`config.mk`:
```
export PLATFORM = sky130hd
export DESIGN_NAME = lif_neuron_array
export DESIGN_NICKNAME = d
export VERILOG_FILES = /design/src/rtl/snn_pkg.sv /design/src/rtl/lif_cell.sv /design/src/rtl/lif_neuron_array.sv
export SDC_FILE = /design/constraint.sdc
export NUM_CORES = 1
export LEC_CHECK = 0
export BUFFER_PORTS_ARGS = -buffer_cell sky130_fd_sc_hd__buf_4
export CAP_MARGIN = 10
export CORE_UTILIZATION = 40
export DETAILED_ROUTE_END_ITERATION = 7
export PLACE_DENSITY = 0.65
export SETUP_SLACK_MARGIN = 0.3
export SYNTH_ARGS = -nofsm -noshare
export SYNTH_HDL_FRONTEND = slang
export SYNTH_SLANG_ARGS = --single-unit
```
`constraint.sdc`:
```
create_clock -name clk -period 13.8 [get_ports clk]
set_input_delay 2.07 -clock clk [delete_from_list [all_inputs] [get_ports clk]]
set_output_delay 2.07 -clock clk [all_outputs]
set_load 0.02 [all_outputs]
```
`src/rtl/snn_pkg.sv`:
```
// Shared constants and arithmetic helpers for the LIF neuron array.
// The helpers work on a fixed 64-bit carrier; callers cast to and from their own widths.
package snn_pkg;
   localparam logic LEAK_SHIFT_MODE = 1'b0;
   localparam logic LEAK_CONST_MODE = 1'b1;
   localparam int unsigned FN_W = 64;

   // a + b, clamped to 2^w - 1 (w <= FN_W)
   function automatic logic [FN_W-1:0] sat_add(input logic [FN_W-1:0] a,
                                                input logic [FN_W-1:0] b,
                                                input int unsigned     w);
      logic [FN_W:0] sum;
      logic [FN_W:0] lim;
      sum = {1'b0, a} + {1'b0, b};
      lim = ((FN_W+1)'(1) << w) - (FN_W+1)'(1);
      return (sum > lim) ? lim[FN_W-1:0] : sum[FN_W-1:0];
   endfunction

   function automatic logic [FN_W-1:0] popcount(input logic [FN_W-1:0] v);
      logic [FN_W-1:0] c;
      c = '0;
      for (int i = 0; i < int'(FN_W); i++) c = c + FN_W'(v[i]);
      return c;
   endfunction
endpackage

```
`src/rtl/lif_cell.sv`:
```
// One leaky integrate-and-fire neuron: membrane potential, refractory counter, spike flop.
// spike_d_o exposes the next-state spike so the top can count spikes in the same cycle.
module lif_cell
   import snn_pkg::*;
#(
   parameter int IN_W       = 8,
   parameter int POT_W      = 12,
   parameter int LEAK_SHIFT = 3,
   parameter int REFRAC     = 3
) (
   input  logic             clk,
   input  logic             reset,
   input  logic             step,
   input  logic [IN_W-1:0]  cur_i,
   input  logic [POT_W-1:0] thr_i,
   input  logic             leak_mode_i,
   input  logic [IN_W-1:0]  leak_val_i,
   output logic             spike_d_o,
   output logic             spike_q_o,
   output logic [POT_W-1:0] pot_o
);
   localparam int RC_W = (REFRAC > 0) ? $clog2(REFRAC + 1) : 1;

   logic [POT_W-1:0] v_q, v_d;
   logic [RC_W-1:0]  rc_q, rc_d;
   logic             spike_q, spike_d;
   logic [POT_W-1:0] lv_ext, leaked, sum;

   always_comb begin
      lv_ext = POT_W'(leak_val_i);
      if (leak_mode_i == LEAK_CONST_MODE) leaked = (v_q > lv_ext) ? v_q - lv_ext : '0;
      else                                leaked = v_q - (v_q >> LEAK_SHIFT);
      sum     = POT_W'(sat_add(FN_W'(leaked), FN_W'(cur_i), POT_W));
      v_d     = v_q;
      rc_d    = rc_q;
      spike_d = 1'b0;
      if (step) begin
         if (rc_q != '0) begin
            rc_d = rc_q - RC_W'(1);
            v_d  = '0;
         end else if (sum >= thr_i) begin
            spike_d = 1'b1;
            v_d     = '0;
            rc_d    = RC_W'(REFRAC);
         end else begin
            v_d = sum;
         end
      end
   end

   always_ff @(posedge clk) begin
      if (reset) begin
         v_q     <= '0;
         rc_q    <= '0;
         spike_q <= 1'b0;
      end else begin
         v_q     <= v_d;
         rc_q    <= rc_d;
         spike_q <= spike_d;
      end
   end

   assign spike_d_o = spike_d;
   assign spike_q_o = spike_q;
   assign pot_o     = v_q;
endmodule

```
`src/rtl/lif_neuron_array.sv`:
```
// Array of LIF neurons with a shared saturating spike counter and a potential observation mux.
module lif_neuron_array
   import snn_pkg::*;
#(
   parameter int N_NEURONS  = 4,
   parameter int IN_W       = 8,
   parameter int POT_W      = 12,
   parameter int LEAK_SHIFT = 3,
   parameter int REFRAC     = 3,
   parameter int CNT_W      = 16,
   localparam int SEL_W     = (N_NEURONS > 1) ? $clog2(N_NEURONS) : 1
) (
   input  logic                      clk,
   input  logic                      reset,
   input  logic                      step,
   input  logic [N_NEURONS*IN_W-1:0] in_cur,
   input  logic [POT_W-1:0]          threshold,
   input  logic                      leak_mode,
   input  logic [IN_W-1:0]           leak_val,
   output logic [N_NEURONS-1:0]      spike,
   output logic                      spike_any,
   input  logic [SEL_W-1:0]          pot_sel,
   output logic [POT_W-1:0]          pot_out,
   output logic [CNT_W-1:0]          spike_count
);
   logic [N_NEURONS-1:0]            spike_next;
   logic [N_NEURONS-1:0][POT_W-1:0] pot;
   logic [POT_W-1:0]                pot_tbl [2**SEL_W];
   logic [CNT_W-1:0]                cnt_q, cnt_d;

   generate
      for (genvar g = 0; g < N_NEURONS; g++) begin : g_cell
         lif_cell #(
            .IN_W(IN_W), .POT_W(POT_W), .LEAK_SHIFT(LEAK_SHIFT), .REFRAC(REFRAC)
         ) u_cell (
            .clk        (clk),
            .reset      (reset),
            .step       (step),
            .cur_i      (in_cur[g*IN_W +: IN_W]),
            .thr_i      (threshold),
            .leak_mode_i(leak_mode),
            .leak_val_i (leak_val),
            .spike_d_o  (spike_next[g]),
            .spike_q_o  (spike[g]),
            .pot_o      (pot[g])
         );
      end
      // Pad the mux table so unused select codes read as zero.
      for (genvar g = 0; g < 2**SEL_W; g++) begin : g_tbl
         if (g < N_NEURONS) begin : g_real
            assign pot_tbl[g] = pot[g];
         end else begin : g_pad
            assign pot_tbl[g] = '0;
         end
      end
   endgenerate

   always_comb begin
      cnt_d = CNT_W'(sat_add(FN_W'(cnt_q), popcount(FN_W'(spike_next)), CNT_W));
   end

   always_ff @(posedge clk) begin
      if (reset) cnt_q <= '0;
      else       cnt_q <= cnt_d;
   end

   assign spike_any   = |spike;
   assign pot_out     = pot_tbl[pot_sel];
   assign spike_count = cnt_q;
endmodule

```
==> run summary, run 1 <==
PwrDens - 260 mW/mm^2
Worst Setup End Kind - register
Clock Path Buffers - 2
fin crit share - 75.7%
synthesized cell area - 0.00980 sq mm
Layout fillers - 2322
clk sinks - 76
DR vias/cell - 5.84
crit start category - primary input
Reg area - 0.00152 sq mm
CP top delay family - compound AO/OA/AOI/OAI gates
Crit path largest cell delay - 570 ps
clock latency on the worst-skew pair - 340 ps
pre-CTS WS - 3140 ps
fraction of layout cells with a size suffix above 1 - 11.9%
Placer Congestion - 0.917
Hold-fix buffers, CTS - 0
Seq/Total Area, Yosys - 15.5%
Seq cells post-synth - 76
crit path kind - in -> reg
Static Leakage - 0.00499 uW
Worst-Margin Slew - 1140 ps
worst-case headroom to the max-slew limit - 23.7%
Net Count, Synth - 1428
initial DRC count - 830
Fmax - 0.0958 GHz
RSZ-0062 raised after global routing - false
die height - 159 um
Yosys top cell area share - 19.8%
gr ovfl total - 0
crit path max-delay cell type - nand4_1
Avg Cell Area, Syn - 8.16 sq um
pin count of the biggest net entering global routing - 66
cell taking the most area after synthesis - ha_1
Nets - 1496
min setup slack post-route - 3360 ps
Root Buffer - clkbuf_16
cts bufs inserted - 9
antenna violations before repair - 1
Avg WL per Cell - 18.7 um
Rows - 56
Setup TNS - 0 ps
status - completed
vias in the first global route - 8523
post-synthesis cell count - 1200
global-route wire length before repair - 46200 um
number of synthesized flops with an enable pin - 0
Die Area - 0.0251 sq mm
async set-or-reset flop fraction in the synthesized netlist - 0%
area of the multi-input gates - 0.00778 sq mm
Final setup viols - 0
Area growth, synth to finish - 13.3%
top area cells in the synthesized netlist - ha_1 20%, dfxtp_1 16%, a21oi_1 4.3%
core area - 0.0238 sq mm
CP startpoint - leak_val[2]
CTS tree - done
Clock Skew - 9.48 ps
vias post-DR - 9290
CP required - 14060 ps
hold slack final - 460 ps
Max VDD drop - 105 uV
PostCTS Resize Cnt - 0
Port-buffer cells - 90
# diodes - 0
hold path startpoint - g_cell[3].u_cell.rc_q[1]$_SDFFE_PP0P_
H-tree levels - 3
Ys Warns - 0
DRT Wirelength - 29700 um
FF-to-FF Start - g_cell[0].u_cell.pot_o[0]$_SDFFE_PP0P_
HP Class - reg -> reg
crit path DAT - 10710 ps
synth unique cells - 84
Max Cap Viol - 0
Slew Limit Fails - 0
Setup Fix Bufs, Post-CTS - 0
DPL Wire Length - 23800 um
Area after DPL - 0.0107 sq mm
most used cell, CP - a21oi_1
GRT Total Usage - 24.0%
Post-synth top flop - dfxtp_1
Hold Vio Cnt, Final - 0
clock-pin slew on the worst setup and hold paths - 70 ps
fin util - 46.7%
initial core utilization - 41.2%
CP Max Fanout - 13
fin crit period - 10440 ps
fin area - 0.0111 sq mm
die width - 159 um
I/O pins - 91
DRC errors left - 0
1st-pass router iterations - 5
worst path bufs/invs - 4
DRT antenna net count - 0
==> cells in the mapped netlist (24+ instances only) <==
master / count
xnor2_1: 37
nor2b_1: 24
xor2_1: 41
inv_1: 89
nor2_1: 74
a22o_1: 33
clkbuf_1: 25
nand2b_1: 31
o21ai_0: 67
nand2_1: 82
a21o_1: 45
nor3_1: 26
dfxtp_1: 76
a21oi_1: 84
ha_1: 155
nand3_1: 26
==> worst paths after layout <==
path / endpoint / slack (ps) / cells past startpoint
max: spike_count[0]$_SDFF_PP0_ / 3360 / 38
max reg2reg: spike_count[0]$_SDFF_PP0_ / 4970 / 38
min: g_cell[3].u_cell.rc_q[1]$_SDFFE_PP0P_ / 460 / 2
min reg2reg: g_cell[3].u_cell.rc_q[1]$_SDFFE_PP0P_ / 460 / 2
==> metal layers <==
| layer | vias to the layer above | GRT usage, % | wire length (um) |
|---|---|---|---|
| met3 | 28 | 3.76 | 1900 |
| met2 | 283 | 40.0 | 13500 |
| met5 | - | 0 | 0 |
| met1 | 4373 | 32.9 | 13900 |
| li1 | 4606 | - | - |
| met4 | 0 | 4.17 | 395 |
==> metrics by stage <==
step	instances	power, uW
4_1_cts	1592	2870
3_3_place_gp	1576	2530
6_report	1592	2890
5_1_grt	1592	3180
2_1_floorplan	1200	2030
3_5_place_dp	1576	2560
==> where the power goes <==
group	internal (uW)	switching (uW)	total [uW]
Combinational	971	1260	2230
Clock	196	101	297
Sequential	270	84.1	354
==> flip-flops by register name, summed over array words and instances (netlist names) <==
| register | flops |
|---|---|
| g_cell.u_cell.spike_q_o | 4 |
| g_cell.u_cell.rc_q | 8 |
| g_cell.u_cell.pot_o | 48 |
| spike_count | 16 |
==> final cells by class <==
cell class,count,area share [%]
clock buffer,9,2.03
sequential,76,13.7
tap,319,3.59
clock inverter,7,1.31
timing repair buffer,92,6.22
multi-input combinational,999,70.1
inverter,90,3.04
==> layout by cell type (no fill, tap or decap), types with 6 or more instances in the layout <==
cell and instances:
mux4_2 12, inv_1 89, o21ai_1 8, nor2b_1 24
o21bai_1 9, a22o_1 33, o22ai_1 20, nor3_1 26
nand2b_1 31, a32o_1 12, a211oi_1 23, o31ai_1 7
ha_1 155, o211ai_1 10, xnor2_1 37, o21a_1 16
a21oi_1 84, nand4_1 16, a31oi_1 8, mux2i_1 9
dfxtp_1 76, fa_1 15, buf_4 92, a21o_1 45
nand3_1 26, nand2_1 82, and3_1 6, nor2_1 73
clkbuf_16 9, xor2_1 41, o21ai_0 67
==> logic make-up (layout without fill, tap and decap cells) <==
| kind of cell | Yosys count | count (layout) | synth area share (%) |
|---|---|---|---|
| simple gates | 332 | 332 | 17.5 |
| buf+inv | 125 | 198 | 5.10 |
| mux | 23 | 23 | 3.91 |
| xor+xnor | 78 | 78 | 6.97 |
| compound gates | 396 | 396 | 28.1 |
| fa+ha+maj | 170 | 170 | 22.9 |
| flops | 76 | 76 | 15.5 |
==> worst min-delay path, stage by stage, from the launching register on <==
cell	delay [ps]
dfxtp_1	310
nand2_1	50
a21oi_1	50
No activity file was read; power rests on OpenSTA's default activity.
==> inputs of run 2 (changes only) <==
clock period = 10.3 ns   (was 13.8 ns; I/O delays follow)
==> run 2 against run 1 <==
Net effect:
- sequential power rose by 34%
- worst hold slack improved by 11 ps
- routed wire length rose by 0.42%
- clock-buffer cell count did not move
- die area did not move
- sequential share of layout area barely moved
- via count rose by 0.72%
- register-to-register slack got worse by 3100 ps
- utilization rose by 0.058 points
- combinational power rose by 35%
- critical path type unchanged
- largest power group unchanged
- highest routed layer unchanged
==> run summary, run 2 (same netlist as run 1, synthesis figures left out) <==
M1 GR Usage - 32.6%
DRC errors left - 0
RSZ-0062 raised after global routing - false
CP required - 10580 ps
initial core utilization - 41.2%
DPL Wire Length - 24100 um
H-tree levels - 3
min setup slack post-route - 828 ps
Max Cap Viol - 0
Placer Congestion - 0.940
Switch Pwr - 1950 uW
Finished Layout Cells - 1598
core area - 0.0238 sq mm
placed cells - 1580
Static Leakage - 0.00501 uW
1st-pass router iterations - 6
Slew Limit Fails - 0
Crit path largest cell delay - 510 ps
clk sinks - 76
Rows - 56
CTS tree - done
Setup TNS - 0 ps
Area after DPL - 0.0108 sq mm
HP Class - reg -> reg
DR vias/cell - 5.86
Area growth, synth to finish - 13.5%
Avg WL per Cell - 18.7 um
GRT Total Usage - 24.0%
Worst-Margin Slew - 1190 ps
pin count of the biggest net entering global routing - 49
global-route wire length before repair - 46400 um
Root Buffer - clkbuf_16
vias post-DR - 9357
Clock Skew - 9.05 ps
# diodes - 0
fin area - 0.0111 sq mm
die height - 159 um
PwrDens - 344 mW/mm^2
Worst Setup End Kind - register
gr ovfl total - 0
antenna violations before repair - 0
combinational share of power - 78.4%
Int Pwr - 1880 uW
Hold-fix buffers, CTS - 0
die width - 159 um
cts bufs inserted - 9
grt met3 use - 2.99%
Final setup viols - 0
worst-case headroom to the max-slew limit - 20.4%
most frequent cells in the layout - 155 x ha_1, 98 x buf_4, 89 x inv_1
switching part of the total - 51.0%
Max VDD drop - 141 uV
fin crit share - 92.0%
gr busiest metal - met2
crit start category - primary input
clock-pin slew on the worst setup and hold paths - 70 ps
vias in the first global route - 8673
Die Area - 0.0251 sq mm
initial DRC count - 710
GRT met2 Usage - 39.5%
Sequential Power Share - 12.4%
hold slack final - 471 ps
DRT Wirelength - 29900 um
crit path kind - in -> reg
DRT antenna net count - 0
Hold Vio Cnt, Final - 0
clock latency on the worst-skew pair - 350 ps
I/O pins - 91
crit path max-delay cell type - fa_1
Largest register FFs - 48
CP Max Fanout - 9
Nets - 1502
fin crit period - 9470 ps
Clock Path Buffers - 2
pre-CTS WS - 209 ps
status - completed
Port-buffer cells - 90
most common cell after layout, fill and taps aside - ha_1
fraction of layout cells with a size suffix above 1 - 12.5%
Fmax - 0.106 GHz
most used cell, CP - a21oi_1
clock share of power - 9.2%
crit path DAT - 9750 ps
-- run 2: cell types whose count changed in the layout (fill, tap and decap cells not counted), sizes merged --
cell,previous run,this run
buf,92,98
bufinv,4,2
clkinv,1,2
clkinvlp,1,2
-- run 2: timing repair --
| action | in CTS | in global routing |
|---|---|---|
| endpoints found under the setup margin | 0 | 16 |
| setup buffers | 0 | 2 |
| gates resized for setup | 0 | 4 |
-- run 2: power groups by stage --
stage / combinational, uW / clock (uW) / sequential, uW
4_1_cts: 2970 / 354 / 472
6_report: 3000 / 352 / 476
2_1_floorplan: 2300 / 0 / 425
5_1_grt: 3350 / 367 / 483
3_3_place_gp: 2910 / 0 / 478
3_5_place_dp: 2950 / 0 / 478
-- run 2: final cells by class --
class	count	area (sq um)
fill	2341	12600
multi-input combinational	999	7800
sequential	76	1520
timing repair buffer	98	736
tap	319	399
inverter	90	338
clock buffer	9	225
clock inverter	7	97.6
-- run 2: metal layers --
| metal | part of all wire, % | vias up |
|---|---|---|
| met5 | 0 | - |
| met4 | 2.2 | 0 |
| met3 | 5.8 | 47 |
| met2 | 46 | 317 |
| met1 | 46 | 4384 |
| li1 | - | 4609 |
-- run 2: worst max-delay path, delay by kind of cell --
kind	cells	cell delay (ps)
buf+inv	5	660
fa+ha+maj	7	2320
compound gates	15	3020
simple gates	12	2210
-- run 2: path summary, 6_finish.rpt --
| check | startpoint | to | slack, ps | depth (start not counted) |
|---|---|---|---|---|
| worst min-delay path | g_cell[3].u_cell.rc_q[1]$_SDFFE_PP0P_ | g_cell[3].u_cell.rc_q[1]$_SDFFE_PP0P_ | 470 | 2 |
| worst max-delay path | leak_val[2] | spike_count[4]$_SDFF_PP0_ | 830 | 39 |
| worst min register to register | g_cell[3].u_cell.rc_q[1]$_SDFFE_PP0P_ | g_cell[3].u_cell.rc_q[1]$_SDFFE_PP0P_ | 470 | 2 |
| worst max register to register | g_cell[0].u_cell.pot_o[0]$_SDFFE_PP0P_ | spike_count[4]$_SDFF_PP0_ | 1870 | 39 |
-- run 2: per-stage QoR --
step | utilization, % | power (uW)
6_report | 46.8 | 3830
4_1_cts | 46.7 | 3800
5_1_grt | 46.8 | 4200
3_3_place_gp | 45.3 | 3390
3_5_place_dp | 45.3 | 3430
2_1_floorplan | - | 2720
==> inputs of run 3 (changes only) <==
PLACE_DENSITY = 0.67   (was 0.65)
TNS_END_PERCENT = 5   (was default)
==> run 3 against run 2 <==
Net effect:
- routed wire length fell by 0.18%
- sequential cell count stayed put
- die area stayed put
- non-clock buffer count fell by 3
- clock power is 8.2% lower
- combinational power hardly changed
- clock skew about the same
- final cell count shrank 0.19%
- total power fell by 0.82%
- largest cell class unchanged
==> run summary, run 3 (same netlist as run 1, synthesis figures left out) <==
Clock Path Buffers - 2
Port-buffer cells - 90
die width - 159 um
Layout fillers - 2356
1st-pass router iterations - 5
Max VDD drop - 141 uV
GRT met2 Usage - 39.6%
Area growth, synth to finish - 12.9%
fraction of layout cells with a size suffix above 1 - 12.2%
Slew Limit Fails - 0
DR vias/cell - 5.84
die height - 159 um
vias post-DR - 9309
clk sinks - 76
switching part of the total - 51.2%
M1 GR Usage - 31.4%
initial core utilization - 41.2%
cts bufs inserted - 9
GRT Total Usage - 24.2%
Clock Skew - 8.64 ps
Worst Setup End Kind - register
fin crit period - 9490 ps
pin count of the biggest net entering global routing - 49
CP Max Fanout - 13
Nets - 1499
gr ovfl total - 0
DPL Wire Length - 23900 um
clock latency on the worst-skew pair - 350 ps
Avg WL per Cell - 18.7 um
vias in the first global route - 8920
Root Buffer - clkbuf_16
DRT Wirelength - 29800 um
fin util - 46.6%
DRC errors left - 0
Static Leakage - 0.00497 uW
H-tree levels - 3
HP Class - reg -> reg
I/O pins - 91
Fmax - 0.105 GHz
clock-pin slew on the worst setup and hold paths - 60 ps
Placer Congestion - 0.959
core area - 0.0238 sq mm
PwrDens - 343 mW/mm^2
crit path kind - in -> reg
fin crit share - 92.2%
Worst-Margin Slew - 1150 ps
CP required - 10580 ps
most common cell after layout, fill and taps aside - ha_1
Max Cap Viol - 0
antenna violations before repair - 0
Die Area - 0.0251 sq mm
Int Pwr - 1850 uW
most frequent cells in the layout - 155 x ha_1, 95 x buf_4, 89 x inv_1
RSZ-0062 raised after global routing - false
global-route wire length before repair - 46700 um
Setup Fix Bufs, Post-CTS - 0
PostCTS Resize Cnt - 0
crit start category - primary input
Hold Vio Cnt, Final - 0
combinational share of power - 79.0%
Sequential Power Share - 12.5%
Final Total Pwr - 3790 uW
# diodes - 0
Setup TNS - 0 ps
DRT antenna net count - 0
initial DRC count - 569
worst-case headroom to the max-slew limit - 23.0%
CTS tree - done
Switch Pwr - 1940 uW
most used cell, CP - a21oi_1
clock share of power - 8.5%
crit path DAT - 9770 ps
Crit path largest cell delay - 510 ps
Final setup viols - 0
Largest register FFs - 48
Rows - 56
gr busiest metal - met2
status - completed
grt met3 use - 5.66%
crit path max-delay cell type - fa_1
Hold-fix buffers, CTS - 0
min setup slack post-route - 808 ps
pre-CTS WS - 470 ps
-- run 3: cell types whose count changed in the layout (fill, tap and decap cells not counted), sizes merged --
cell | before | now
buf | 98 | 95
bufinv | 2 | 1
clkinv | 2 | 3
clkinvlp | 2 | 3
inv | 91 | 90
-- run 3: routing by layer --
layer	share of wire [%]	vias to the layer above
li1	-	4599
met1	45	4359
met2	45	302
met3	8.0	49
met4	2.1	0
met5	0	-
-- run 3: through the flow --
step | cells | hold WS (ps) | cell area, sq um
finish | 1595 | 459 | 11100
global route | 1595 | 472 | 11100
CTS | 1595 | 464 | 11100
detailed placement | 1579 | 454 | 10800
global placement | 1579 | 445 | 10800
floorplan | 1200 | 436 | 9800
-- run 3: power by group through the flow --
stage | registers, uW | logic (uW) | clock network, uW
floorplan | 425 | 2300 | 0
global placement | 476 | 2900 | 0
detailed placement | 477 | 2950 | 0
CTS | 470 | 2970 | 325
global route | 482 | 3360 | 340
finish | 474 | 3000 | 323
-- run 3: critical path: cells and delay by family --
family | cells | cell delay (ps)
and+or+nand+nor | 12 | 2230
adders and majority gates | 7 | 2320
buffers and inverters | 5 | 620
AOI/OAI and AO/OA | 15 | 3030
-- run 3: final cells by class --
type	instances	area (sq um)	area share [%]
Inverter	90	338	3.05
Sequential cell	76	1520	13.8
Multi-Input combinational cell	999	7790	70.4
Tap cell	319	399	3.61
Clock buffer	9	225	2.04
Clock inverter	7	75.1	0.679
Timing Repair Buffer	95	713	6.45
-- run 3: path summary, 6_finish.rpt --
check	cells past startpoint	start	end	slack (ps)
worst max-delay path	39	leak_val[2]	spike_count[10]$_SDFF_PP0_	810
worst max register to register	39	g_cell[0].u_cell.pot_o[0]$_SDFFE_PP0P_	spike_count[10]$_SDFF_PP0_	1840
worst min-delay path	2	g_cell[3].u_cell.rc_q[1]$_SDFFE_PP0P_	g_cell[3].u_cell.rc_q[1]$_SDFFE_PP0P_	460
worst min register to register	2	g_cell[3].u_cell.rc_q[1]$_SDFFE_PP0P_	g_cell[3].u_cell.rc_q[1]$_SDFFE_PP0P_	460
